## config.mk

```make
export PLATFORM = sky130hd
export DESIGN_NAME = bfly_ejector
export DESIGN_NICKNAME = d
export VERILOG_FILES = /design/src/rtl/bfly_pkg.sv /design/src/rtl/bfly_eject_fifo.sv /design/src/rtl/bfly_ejector.sv
export SDC_FILE = /design/constraint.sdc
export NUM_CORES = 2
export LEC_CHECK = 0
export CAP_MARGIN = 10
export CORE_ASPECT_RATIO = 1.25
export CORE_MARGIN = 4
export CORE_UTILIZATION = 30
export CTS_CLUSTER_DIAMETER = 120
export DETAILED_ROUTE_END_ITERATION = 6
export DONT_BUFFER_PORTS = 1
export GPL_TIMING_DRIVEN = 0
export PLACE_DENSITY = 0.49
export RECOVER_POWER = 25
export SLEW_MARGIN = 20
export SYNTH_ARGS = -nofsm -noshare
export SYNTH_HDL_FRONTEND = slang
export SYNTH_HIERARCHICAL = 1
export SYNTH_SLANG_ARGS = --single-unit
```

## constraint.sdc

```tcl
create_clock -name clk -period 8.85 [get_ports clk]
set_input_delay 1.77 -clock clk [delete_from_list [all_inputs] [get_ports clk]]
set_output_delay 1.77 -clock clk [all_outputs]
set_load 0.02 [all_outputs]
```

## src/rtl/bfly_pkg.sv

```systemverilog
// Shared packet format and helpers for the butterfly-network ejector.
package bfly_pkg;

    localparam int PKT_W     = 40;
    localparam int VALID_BIT = 39;
    localparam int DEST_MSB  = 35;
    localparam int DEST_LSB  = 32;
    localparam int PAYLOAD_W = 32;
    localparam int DEST_W    = DEST_MSB - DEST_LSB + 1;
    localparam int DROP_W    = 16;

    typedef struct packed {
        logic                 valid;
        logic [2:0]           rsvd;
        logic [DEST_W-1:0]    dest;
        logic [PAYLOAD_W-1:0] payload;
    } bfly_pkt_t;

    // Add a per-cycle increment to a counter, clamping at all-ones instead of wrapping.
    function automatic logic [DROP_W-1:0] sat_add(input logic [DROP_W-1:0] a,
                                                  input logic [DROP_W-1:0] b);
        logic [DROP_W:0] sum;
        sum = {1'b0, a} + {1'b0, b};
        return sum[DROP_W] ? {DROP_W{1'b1}} : sum[DROP_W-1:0];
    endfunction

endpackage

```

## src/rtl/bfly_eject_fifo.sv

```systemverilog
// Per-port ejection FIFO; a push into a full FIFO succeeds only if it is popped in the same cycle.
module bfly_eject_fifo #(
    parameter int DEPTH  = 4,
    parameter int DATA_W = 32
) (
    input  logic              clk,
    input  logic              rst_n,
    input  logic              push,
    input  logic              pop,
    input  logic [DATA_W-1:0] din,
    output logic [DATA_W-1:0] dout,
    output logic              full,
    output logic              empty
);

    localparam int AW = $clog2(DEPTH);
    localparam int CW = AW + 1;

    logic [DATA_W-1:0] mem [DEPTH];
    logic [AW-1:0]     wr_ptr;
    logic [AW-1:0]     rd_ptr;
    logic [CW-1:0]     count;
    logic              do_push;
    logic              do_pop;

    assign full    = (count == CW'(DEPTH));
    assign empty   = (count == '0);
    assign do_pop  = pop && !empty;
    assign do_push = push && (!full || do_pop);
    assign dout    = mem[rd_ptr];

    // DEPTH is a power of two, so the pointers wrap on their natural width.
    always_ff @(posedge clk or negedge rst_n) begin
        if (!rst_n) begin
            wr_ptr <= '0;
            rd_ptr <= '0;
            count  <= '0;
        end else begin
            if (do_push) wr_ptr <= wr_ptr + AW'(1);
            if (do_pop)  rd_ptr <= rd_ptr + AW'(1);
            case ({do_push, do_pop})
                2'b10:   count <= count + CW'(1);
                2'b01:   count <= count - CW'(1);
                default: count <= count;
            endcase
        end
    end

    always_ff @(posedge clk) begin
        if (do_push) mem[wr_ptr] <= din;
    end

endmodule

```

## src/rtl/bfly_ejector.sv

```systemverilog
// Butterfly-network ejector: per-port FIFOs drained round-robin into one registered output.
// Build option BFLY_MISROUTE_CHECK_EN discards packets whose destination differs from their port.
module bfly_ejector
    import bfly_pkg::*;
#(
    parameter int NPORTS = 16,
    parameter int DEPTH  = 4
) (
    input  logic                       clk,
    input  logic                       rst_n,
    input  bfly_pkt_t [NPORTS-1:0]     packet_in,
    output logic                       out_valid,
    input  logic                       out_ready,
    output logic [3:0]                 out_port,
    output logic [PAYLOAD_W-1:0]       out_payload,
    output logic [DROP_W-1:0]          drop_cnt,
    output logic                       misroute_err
);

    localparam int PTR_W = (NPORTS > 1) ? $clog2(NPORTS) : 1;

    logic [NPORTS-1:0]    push;
    logic [NPORTS-1:0]    pop;
    logic [NPORTS-1:0]    full;
    logic [NPORTS-1:0]    empty;
    logic [NPORTS-1:0]    drop;
    logic [NPORTS-1:0]    misroute;
    logic [NPORTS-1:0]    unused_fields;
    logic [PAYLOAD_W-1:0] fifo_dout [NPORTS];

    logic [PTR_W-1:0]     rr_ptr;
    logic [PTR_W-1:0]     rr_idx;
    logic [PTR_W-1:0]     grant_idx;
    logic                 grant_found;
    logic                 load;
    logic [DROP_W-1:0]    ndrops;

    for (genvar p = 0; p < NPORTS; p++) begin : g_port
`ifdef BFLY_MISROUTE_CHECK_EN
        assign misroute[p] = packet_in[p][VALID_BIT] &&
                             (packet_in[p][DEST_MSB:DEST_LSB] != DEST_W'(p));
`else
        assign misroute[p] = 1'b0;
`endif
        assign push[p] = packet_in[p][VALID_BIT] && !misroute[p];
        assign pop[p]  = load && (grant_idx == PTR_W'(p));
        // A pop in the same cycle frees the slot, so only an unpopped full FIFO drops.
        assign drop[p] = push[p] && full[p] && !pop[p];
        assign unused_fields[p] = ^{packet_in[p].rsvd, packet_in[p].dest};

        bfly_eject_fifo #(
            .DEPTH  (DEPTH),
            .DATA_W (PAYLOAD_W)
        ) u_fifo (
            .clk   (clk),
            .rst_n (rst_n),
            .push  (push[p]),
            .pop   (pop[p]),
            .din   (packet_in[p][PAYLOAD_W-1:0]),
            .dout  (fifo_dout[p]),
            .full  (full[p]),
            .empty (empty[p])
        );
    end

    // Search starts at rr_ptr and wraps; NPORTS is a power of two so truncation is the modulo.
    always_comb begin
        grant_found = 1'b0;
        grant_idx   = '0;
        rr_idx      = rr_ptr;
        for (int i = 0; i < NPORTS; i++) begin
            rr_idx = rr_ptr + PTR_W'(i);
            if (!grant_found && !empty[rr_idx]) begin
                grant_found = 1'b1;
                grant_idx   = rr_idx;
            end
        end
    end

    assign load = grant_found && (!out_valid || out_ready);

    always_comb begin
        ndrops = '0;
        for (int i = 0; i < NPORTS; i++) begin
            ndrops = ndrops + DROP_W'(drop[i]);
        end
    end

    always_ff @(posedge clk or negedge rst_n) begin
        if (!rst_n) begin
            out_valid   <= 1'b0;
            out_port    <= '0;
            out_payload <= '0;
            rr_ptr      <= '0;
        end else if (load) begin
            out_valid   <= 1'b1;
            out_port    <= 4'(grant_idx);
            out_payload <= fifo_dout[grant_idx];
            rr_ptr      <= grant_idx + PTR_W'(1);
        end else if (out_ready) begin
            out_valid   <= 1'b0;
        end
    end

    always_ff @(posedge clk or negedge rst_n) begin
        if (!rst_n) begin
            drop_cnt <= '0;
        end else begin
            drop_cnt <= sat_add(drop_cnt, ndrops);
        end
    end

`ifdef BFLY_MISROUTE_CHECK_EN
    always_ff @(posedge clk or negedge rst_n) begin
        if (!rst_n) begin
            misroute_err <= 1'b0;
        end else if (|misroute) begin
            misroute_err <= 1'b1;
        end
    end
`else
    assign misroute_err = 1'b0;
`endif

endmodule
```

==> out/qor.csv <==
metric,value,unit
status,"complete, but fails checks",
violations,negative setup slack,
cp-end-kind,register,
placed_area,0.0970,mm2
crit_arrival,9900,ps
clock_sinks,2217,
cp-start-kind,register,
yosys_register_bits,2217,
numCtsBuffers,232,
wirelength,318000,um
synth_async_sr_flop_share,0.0762,
ys_warn_count,6,
grt_first_pass_wirelength,423000,um
layout_common_cells,"edfxtp_1 (2048), mux4_2 (548), nand2_1 (279)",
gr-usage-all-layers,0.198,
timing.final.crit_share,1.02,
slew_violations,0,
drcViolationCount,0,
worstReg2RegStart,g_port[3].u_fifo/count[0],
final_area,0.107,mm2
place.gp.congestion,0.958,
core-area,0.304,mm2
p_leak,35.0,nW
finalCriticalPeriod,9060,ps
port_buffers,0,
crit_top_cell,inv_2,
crit_type,register to register,
syn_area_per_cell,19.1,um2
grt_max_degree,170,
irDropWorstVdd,0.273,mV
drive_gt1_frac,0.276,
hold_path_startpoint,g_port[14].u_fifo/count[2],
synth_fp_nets,5573,
drtAntennaViolNets,0,
clockBufferDepth,4,
netlist_area,0.0919,mm2
first_pass_iters,5,
worst_slew_pin_slew,1160,ps
nFillCells,28400,
crit_fanout,7,
start_util,0.302,
setup.worst_path.start,g_port[3].u_fifo/count[0],
antenna_found_initial,46,
synth_cell_type_count,91,
fmax,110,MHz
die_y,627,um
cts_tree,done,
cts_root_buffer,clkbuf_16,
clk_pin_slew,60,ps
power_density,452,mW/mm2
synth_edf_count,2048,
postCtsHoldBufs,0,
synthCells,4820,
maxCapViolCount,0,
hp-class,register to register,
final_common_cell,edfxtp_1,
synthFlopType,edfxtp_1,
drt_iter0_markers,4208,
finalClockSkew,139,ps
wire_per_inst,33.9,um
area_growth,16.0,%
htreeDepth,4,
clkLatencyLatePin,940,ps
worstPathRequired,9680,ps
finalSetupTns,-2710,ps
slowest_delay,660,ps
slowest_stage,fa_1,
grt_pass1_vias,49300,
ys_seq_area_frac,0.715,
grt_setup_unrepaired,true,
dr_total_vias,47800,
slew_headroom,0.220,
nNetsFinal,5904,
die_w,503,um
dieArea,0.315,mm2
io_pins,697,
setup_viol,15,
viasPerCell,5.10,
dp.final_hpwl,234000,um
globalRouteOverflowTotal,0,
hold_viol,0,
num_rows,226,
layout_setup_ws,-213,ps
-- cell type report --
cell class,instances,area (um2),share of cell area
clock buffers,289,6100,0.0572
repair buffers,107,917,0.00860
well taps,3990,4990,0.0468
clock inverters,133,1610,0.0151
diodes,49,123,0.00115
multi-input cells,2192,24800,0.233
plain buffers,253,1680,0.0158
flip-flops and latches,2217,65700,0.617
inverters,148,608,0.00570
-- cells in the mapped netlist (16+ instances only) --
master,n,area share
edfxtp_1,2048,0.67
mux4_2,548,0.13
nand2_1,296,0.012
dfrtp_1,169,0.046
nor2_1,158,0.0065
mux2i_1,157,0.017
inv_1,144,0.0059
buf_2,137,0.0075
nand3_1,87,0.0047
ha_1,82,0.011
o21ai_0,75,0.0041
clkbuf_1,73,0.0030
xnor2_1,61,0.0058
and2_2,60,0.0049
o211ai_1,54,0.0044
a21oi_1,50,0.0027
xor2_1,41,0.0039
and3_1,39,0.0027
nor2b_1,35,0.0024
o22ai_1,35,0.0024
a31oi_1,34,0.0023
fa_1,28,0.0061
buf_6,27,0.0033
mux2_2,27,0.0033
buf_4,22,0.0018
nand3b_1,18,0.0015
o32ai_1,16,0.0015
-- path summary, 6_finish.rpt --
kind	slack, ps	cells past startpoint	to
min in group asynchronous	620	0	g_port[9].u_fifo/rd_ptr[1]
hold / removal	530	1	g_port[14].u_fifo/count[2]
setup reg to reg	-210	35	drop_cnt[6]
max in group asynchronous	7510	0	g_port[3].u_fifo/count[1]
setup / recovery	-210	35	drop_cnt[6]
hold reg to reg	530	1	g_port[14].u_fifo/count[2]
-- routing by layer --
layer	global-route usage	up-vias	wire (um)
met1	0.219	25500	111000
met5	0	-	254
met3	0.0816	509	33600
met4	0.0960	30	18300
met2	0.329	1678	154000
li1	-	20100	-
-- timing repair --
item | in CTS | in global routing
resized for setup | 208 | 49
gates cloned | 1 | 1
setup endpoints to repair | 819 | 16
pin swaps | 46 | 25
setup buffers | 77 | 21
-- state kept, by name, summed over array words and instances, names as in the netlist --
name                  cells
rr_ptr                    4
g_port.u_fifo/count      48
out_port                  4
out_valid                 1
g_port.u_fifo/wr_ptr     32
drop_cnt                 16
g_port.u_fifo/rd_ptr     32
out_payload              32
g_port.u_fifo/mem      2048
-- worst max-delay path: cells and delay by family, from the launching register on --
kind                       cells  cell delay (ps)
adders and majority gates      6             2880
and+or+nand+nor               12             2770
AOI/OAI and AO/OA              7             2060
buffers and inverters          9              800
DFF                            1              390
muxes                          1               70
-- where the power goes --
part | total [W] | internal (W) | switching, W
combinational | 0.0232 | 0.00781 | 0.0154
sequential | 0.0150 | 0.0140 | 0.00100
clock | 0.00997 | 0.00582 | 0.00415
total | 0.0482 | 0.0276 | 0.0205
-- metrics by stage --
step	power (W)	hold WS [ps]	worst slack (ps)	util	std cells
6_report	0.0482	529	-213	0.351	9378
5_1_grt	0.0499	544	-340	0.350	9348
4_1_cts	0.0483	514	-192	0.349	9313
3_5_place_dp	0.0369	516	-4040	0.319	8817
3_3_place_gp	0.0366	500	-5110	0.319	8810
2_1_floorplan	0.0266	476	38.8	-	4820
-- logic make-up (layout without fill, tap and decap cells) --
kind of cell / after synthesis / in the layout / synth area share
mux: 749 / 749 / 0.157
xor+xnor: 104 / 104 / 0.0101
compound gates: 448 / 448 / 0.0362
fa+ha+maj: 110 / 110 / 0.0173
flops: 2217 / 2217 / 0.715
other cells: 1 / 50 / 0.0000408
buf+inv: 411 / 930 / 0.0218
simple gates: 780 / 780 / 0.0419
Note: power is estimated with default switching activity, not from simulation.
